`src/rtl/seg7_capture.sv`:
```
// Captures a multiplexed active-low 7-segment display bus into per-digit BCD codes.
// A segment/enable sample is accepted only after it has been stable for STABLE_CNT samples.
module seg7_capture #(
    parameter int unsigned STABLE_CNT = 4
) (
    input  logic        iCLK,
    input  logic        iRST_N,
    input  logic [6:0]  iSEG7,
    input  logic [3:0]  iDIG_N,
    input  logic        iCLR,
    output logic [15:0] oBCD,
    output logic [3:0]  oVALID,
    output logic        oUPD,
    output logic        oERR
);

    localparam logic [7:0] CntMax = 8'(STABLE_CNT);

    logic [6:0] sampSeg;
    logic [3:0] sampDig;
    logic [6:0] heldSeg;
    logic [3:0] heldDig;
    logic [7:0] runCnt;

    logic [7:0] runCntNext;
    logic       accept;
    logic       digLegal;
    logic [1:0] digIdx;
    logic       codeOk;
    logic [3:0] code;

    // The run counter compares the freshly registered sample against the one before it.
    always_comb begin
        if ({sampSeg, sampDig} != {heldSeg, heldDig}) begin
            runCntNext = 8'd1;
        end else if (runCnt == CntMax) begin
            runCntNext = runCnt;
        end else begin
            runCntNext = runCnt + 8'd1;
        end
        accept = (runCntNext == CntMax) && (runCnt != CntMax);
    end

    always_comb begin
        digLegal = 1'b1;
        digIdx   = 2'd0;
        case (sampDig)
            4'b1110: digIdx = 2'd0;
            4'b1101: digIdx = 2'd1;
            4'b1011: digIdx = 2'd2;
            4'b0111: digIdx = 2'd3;
            default: digLegal = 1'b0;
        endcase
    end

    // Pattern bits are {g,f,e,d,c,b,a}, a lit segment is 0.
    always_comb begin
        codeOk = 1'b1;
        code   = 4'hF;
        case (sampSeg)
            7'b1000000: code = 4'h0;
            7'b1111001: code = 4'h1;
            7'b0100100: code = 4'h2;
            7'b0110000: code = 4'h3;
            7'b0011001: code = 4'h4;
            7'b0010010: code = 4'h5;
            7'b0000010: code = 4'h6;
            7'b1111000: code = 4'h7;
            7'b0000000: code = 4'h8;
            7'b0010000: code = 4'h9;
            7'b1111111: code = 4'hF;
            default:    codeOk = 1'b0;
        endcase
    end

    always_ff @(posedge iCLK) begin
        if (!iRST_N) begin
            sampSeg <= 7'b1111111;
            sampDig <= 4'b1111;
            heldSeg <= 7'b1111111;
            heldDig <= 4'b1111;
            runCnt  <= 8'd0;
            oBCD    <= 16'hFFFF;
            oVALID  <= 4'b0000;
            oUPD    <= 1'b0;
            oERR    <= 1'b0;
        end else begin
            sampSeg <= iSEG7;
            sampDig <= iDIG_N;
            heldSeg <= sampSeg;
            heldDig <= sampDig;
            oUPD    <= 1'b0;
            if (iCLR) begin
                runCnt <= 8'd0;
                oBCD   <= 16'hFFFF;
                oVALID <= 4'b0000;
                oERR   <= 1'b0;
            end else begin
                runCnt <= runCntNext;
                if (accept && digLegal) begin
                    if (codeOk) begin
                        oBCD[{digIdx, 2'b00} +: 4] <= code;
                        oVALID[digIdx]             <= 1'b1;
                        oUPD                       <= 1'b1;
                    end else begin
                        oERR <= 1'b1;
                    end
                end
            end
        end
    end

endmodule

```
`config.mk`:
```
export PLATFORM = sky130hd
export DESIGN_NAME = seg7_capture
export DESIGN_NICKNAME = d
export VERILOG_FILES = /design/src/rtl/seg7_capture.sv
export SDC_FILE = /design/constraint.sdc
export NUM_CORES = 1
export LEC_CHECK = 0
export CAP_MARGIN = 40
export CELL_PAD_IN_SITES_DETAIL_PLACEMENT = 1
export CELL_PAD_IN_SITES_GLOBAL_PLACEMENT = 2
export CORE_AREA = 2 2 94 96
export DETAILED_ROUTE_END_ITERATION = 8
export DIE_AREA = 0 0 96 98
export HOLD_SLACK_MARGIN = 0.1
export PLACE_DENSITY_LB_ADDON = 0.2
export SLEW_MARGIN = 40
export SYNTH_ARGS = -nofsm -noshare
export SYNTH_HDL_FRONTEND = slang
export SYNTH_SLANG_ARGS = --single-unit
```
`constraint.sdc`:
```
create_clock -name iCLK -period 2.95 [get_ports iCLK]
set_clock_uncertainty 0.15 [all_clocks]
set_input_delay 0.885 -clock iCLK [delete_from_list [all_inputs] [get_ports iCLK]]
set_output_delay 0.885 -clock iCLK [all_outputs]
set_load 0.05 [all_outputs]
```
; ---- Yosys cells after proc, flatten, opt, wreduce, memory -nomap -nowiden
; Cells that the tools add are included.
[classes]
add_sub_neg = 2
n_lt_le_gt_ge = 2
n_eq_ne = 18
shifts = 2
n_mux = 10
n_bitwise = 4
reduce_logical = 10
[op_table]
columns = cell, count
row1 = $pmux W4 S10, 1
row2 = $eq A7 B7 Y1 const B, 4
row3 = $eq A7 B5 Y1 const B, 3
row4 = $bwmux W16, 1
row5 = $eq A8 B3 Y1 const B, 2
row6 = $mux W8, 2
row7 = $shift A4 B6 Y16 const A, 1
row8 = $shiftx A4 B6 Y16, 1
row9 = $eq A7 B6 Y1 const B, 2
row10 = $eq A4 B4 Y1 const B, 3
row11 = $ne A11 B11 Y1, 1
row12 = $reduce_or A11 Y1, 1
row13 = $add A8 B1 Y8 const B, 1
row14 = $ne A8 B3 Y1 const B, 1
row15 = $eq A7 B2 Y1 const B, 1
row16 = $logic_not A7 Y1, 1
row17 = $neg A4 Y6, 1
row18 = $pmux W2 S3, 1
row19 = $eq A4 B3 Y1 const B, 1
row20 = $mux W1, 4
row21 = $or A4 B4 Y4, 1
row22 = $reduce_and A2 Y1, 2
row23 = $reduce_or A4 Y1, 1
row24 = $logic_and A1 B1 Y1, 3
row25 = 6 further kinds, 8
[totals]
ff_bits = 52
input_bits = 14
output_inout_bits = 22
word_cells = 57

; ---- Logic depth before layout (Yosys ltp)
[logic_depth]
ltp_word = 8
ltp_mapped = 9
ltp_nobuf = 8

; ---- Least setup slack after synthesis
; No wires, ideal clock.
[synth_timing]
kind = register to register
from = reg runCnt[0]
to = reg oBCD[0]
setup_ns = 0.122
arrival_time_ns = 2.062
required_ns = 2.678
path_slack_ns = 0.616
path_stages_with_launch = 8
path_buffers = 0
synth_period_minus_slack_ns = 2.334
cell_sequence = dfxtp_1 > ha_1 > or3_1 > a211o_1 > a21boi_0 > and4b_1 > nand3_4 > a221o_1
[synth_between]
elab_chain_cells = 7
elab_cells_between_ends = 9
cone_classes = 1 x add/sub / 3 x eq/ne / 2 x mux / 3 x reduce/logical
[synth_rtl]
columns = item, line_no
row1 = "start, declared", 23  ; logic [7:0] runCnt;
row2 = "start signal, assigned", 99  ; runCnt <= runCntNext;
row3 = $add A8 B1 Y8 or $eq A8 B3 Y1 (tied branches), "39, 36"
row4 = $mux W8, 36  ; end else if (runCnt == CntMax) begin
row5 = $mux W8, 34  ; if ({sampSeg, sampDig} != {heldSeg, heldDig}) begin
row6 = $eq A8 B3 Y1, 41  ; accept = (runCntNext == CntMax) && (runCnt != CntMax);
row7 = $logic_and A1 B1 Y1 *, 41
row8 = $logic_and A1 B1 Y1 *, 100  ; if (accept && digLegal) begin
row9 = $reduce_and A2 Y1 (no source line) *, -
row10 = "end signal, assigned by index", 102  ; oBCD[{digIdx, 2'b00} +: 4] <= code;
row11 = "end, declared", 11  ; output logic [15:0] oBCD,
; Every way passes the cells marked *; elsewhere a longest branch is shown, timed or not.
; A chain may end at the register's enable or synchronous reset.

; ---- Worst setup path in the final report
[layout_timing]
from = reg runCnt[0]
to = reg oBCD[9]
; Same word-level chain as after synthesis.

==> impl_metrics.ini <==
[yosys]
synthTopCellsByArea = dfxtp_1 42%, nand2b_1 5.8%, xnor2_1 5.7%
ys_seq_area_share_pct = 42.0
synth_nets = 291
async_flop_share_pct = 0
synth-edff-count = 0
synth_cell_types = 47
synth_area_um2 = 2480
synthTopCellsByCount = 52 x dfxtp_1, 23 x nand2b_1, 17 x nor2_1
yosysTopAreaCellShare_pct = 42.0
avgSynthCellArea_um2 = 9.25
syn_inst = 268
synth_ff_type = dfxtp_1
yosysTopAreaCell = dfxtp_1
yosys_warnings = 0
yosysMostFrequentCell = dfxtp_1
synth-seq-cells = 52

[final_layout]
syn_to_final_growth_pct = 24.0
num_antenna_cells = 0
drive_gt1_share_pct = 7.54
nets = 327
final-seq-area_um2 = 1040
multi_input_comb_area_um2 = 1320
fill_cells = 988

[floorplan]
die_area_um2 = 9410
chipWidth_um = 96
pin_count = 36
chipHeight_um = 98
initial_core_util_pct = 29.3
rows = 34
coreArea_um2 = 8470

[detailed_routing]
ant_nets = 0
drc = 0
first_pass_iters = 4
detail_route.vias_per_cell = 4.98
vias = 2055
wire_per_inst_um = 15.0
drt-initial-drc-count = 100
wl_um = 6180

[pwr]
leakage_uw = 0.00113
p_per_area_nw_per_um2 = 457
p_total_uw = 1410
irDropWorstVdd_mv = 0.187

[timing]
fmax_mhz = 379
period_minus_slack_ns = 2.64
hold_viol_final = 0
max_slew_margin_pct = 49.3
setup-violations-final = 0
worstMarginPinSlew_ns = 0.755
timing.setup.tns_ns = 0
rsz0062_at_grt = false
period_share_pct = 89.5
maxSlewViolCount = 0

[clock_network]
cts-root-buf = clkbuf_8
clkTransAtPathRegs_ns = 0.10
ctsHoldBuffers = 0
clk_latency_ns = 0.31
cts_setup_buffers = 0
cts_sinks = 52
cts_tree = built
clk_path_buf_depth = 2
numCtsBuffers = 5
h-tree-depth = 2
ctsResizeCount = 0

[placed_design]
hpwlAfterDp_um = 4610
place.gp.congestion = 0.719
io_buffers = 35

[setup_path]
crit_path_start_kind = flop
cp.required_ns = 2.99
r2r_slack_ns = 0.31
cp.arrival_ns = 2.68
cp-end-kind = flop
critical_path_class = flop to flop
path_max_fanout = 17

[grt]
antenna_found_initial = 0
grt_max_degree = 20
grt_pass1_wl_um = 10300
grtUsageTotal_pct = 14.0
grt_pass1_vias = 2030
overflow = 0

[outcome]
status = finished, final reports clean

[min_path]
hold_class = flop to flop

[flow_run]
maxCapViolCount = 0
where the power goes:
group,internal [uW],switching (uW)
clock,278,253
combinational,66.4,71.3
sequential,716,20.2
total,1060,344
routing by layer:
layer | track usage (%) | wire length [um] | up-vias
li1 | - | - | 1014
met1 | 19.6 | 3100 | 1001
met2 | 21.2 | 2770 | 33
met3 | 3.09 | 220 | 7
met4 | 4.73 | 80 | 0
met5 | 0 | 0 | -
logic make-up after synthesis:
logic type	count (synthesis)	share of synthesized area (%)
AO/OA/AOI/OAI	45	13.6
buffers and inverters	26	4.90
flip-flops	52	42.0
XOR/XNOR	22	7.77
AND/OR/NAND/NOR	113	26.8
adder cells (fa/ha/maj)	9	4.54
multiplexers	1	0.404
state kept, by name, indices dropped and copies added, names as in the netlist:
register	cells
heldDig	4
heldSeg	7
oBCD	16
oERR	1
oUPD	1
oVALID	4
runCnt	8
sampDig	4
sampSeg	7
critical path, stage by stage (launching register included):
cell	delay [ns]
dfxtp_1	0.37
ha_1	0.28
or3_1	0.33
a211o_1	0.34
a21oi_1	0.15
and4_1	0.31
buf_4	0.26
and3_1	0.24
o211ai_1	0.10
worst paths after layout:
check / startpoint / to / cells after the start
min: oBCD[14] / oBCD[14] / 1
max reg2reg: runCnt[0] / oBCD[9] / 8
max: runCnt[0] / oBCD[9] / 8
min reg2reg: oBCD[14] / oBCD[14] / 1
placed cells by master, fill, tap and decap left out, types with 3 or more instances in the layout:
cell type | netlist | layout
or3_1 | 3 | 3
buf_4 | 0 | 9
dfxtp_1 | 52 | 52
a31oi_1 | 5 | 5
xor2_1 | 6 | 6
nor3_1 | 8 | 8
a211o_1 | 5 | 5
clkdlybuf4s50_1 | 0 | 35
nor2_1 | 17 | 17
nor2b_1 | 3 | 3
and2_1 | 4 | 4
a21oi_1 | 8 | 8
nand4_1 | 11 | 11
o211ai_1 | 7 | 7
ha_1 | 9 | 9
clkbuf_8 | 0 | 6
nand3_1 | 12 | 12
a221o_1 | 3 | 3
inv_1 | 11 | 11
nor3b_1 | 4 | 4
nand2b_1 | 23 | 23
nand2_1 | 8 | 8
o21ai_0 | 5 | 5
and3_1 | 6 | 6
xnor2_1 | 16 | 16
through the flow:
step	hold WS, ns	instances	util, %	instance area (um2)	setup slack (ns)
floorplan	0.360	268	-	2480	0.616
global placement	0.294	405	34.9	2950	0.321
detailed placement	0.306	405	34.9	2950	0.352
CTS	0.328	413	36.3	3070	0.318
global route	0.356	413	36.3	3070	0.0472
finish	0.321	413	36.3	3070	0.310
area by class of cell:
class | count | share of cell area [%]
flip-flops and latches | 52 | 33.9
clock buffers | 6 | 2.69
inverters | 11 | 1.34
well taps | 108 | 4.40
repair buffers | 44 | 13.6
multi-input cells | 190 | 42.8
clock inverters | 2 | 1.26
(Power assumes the default switching activity.)
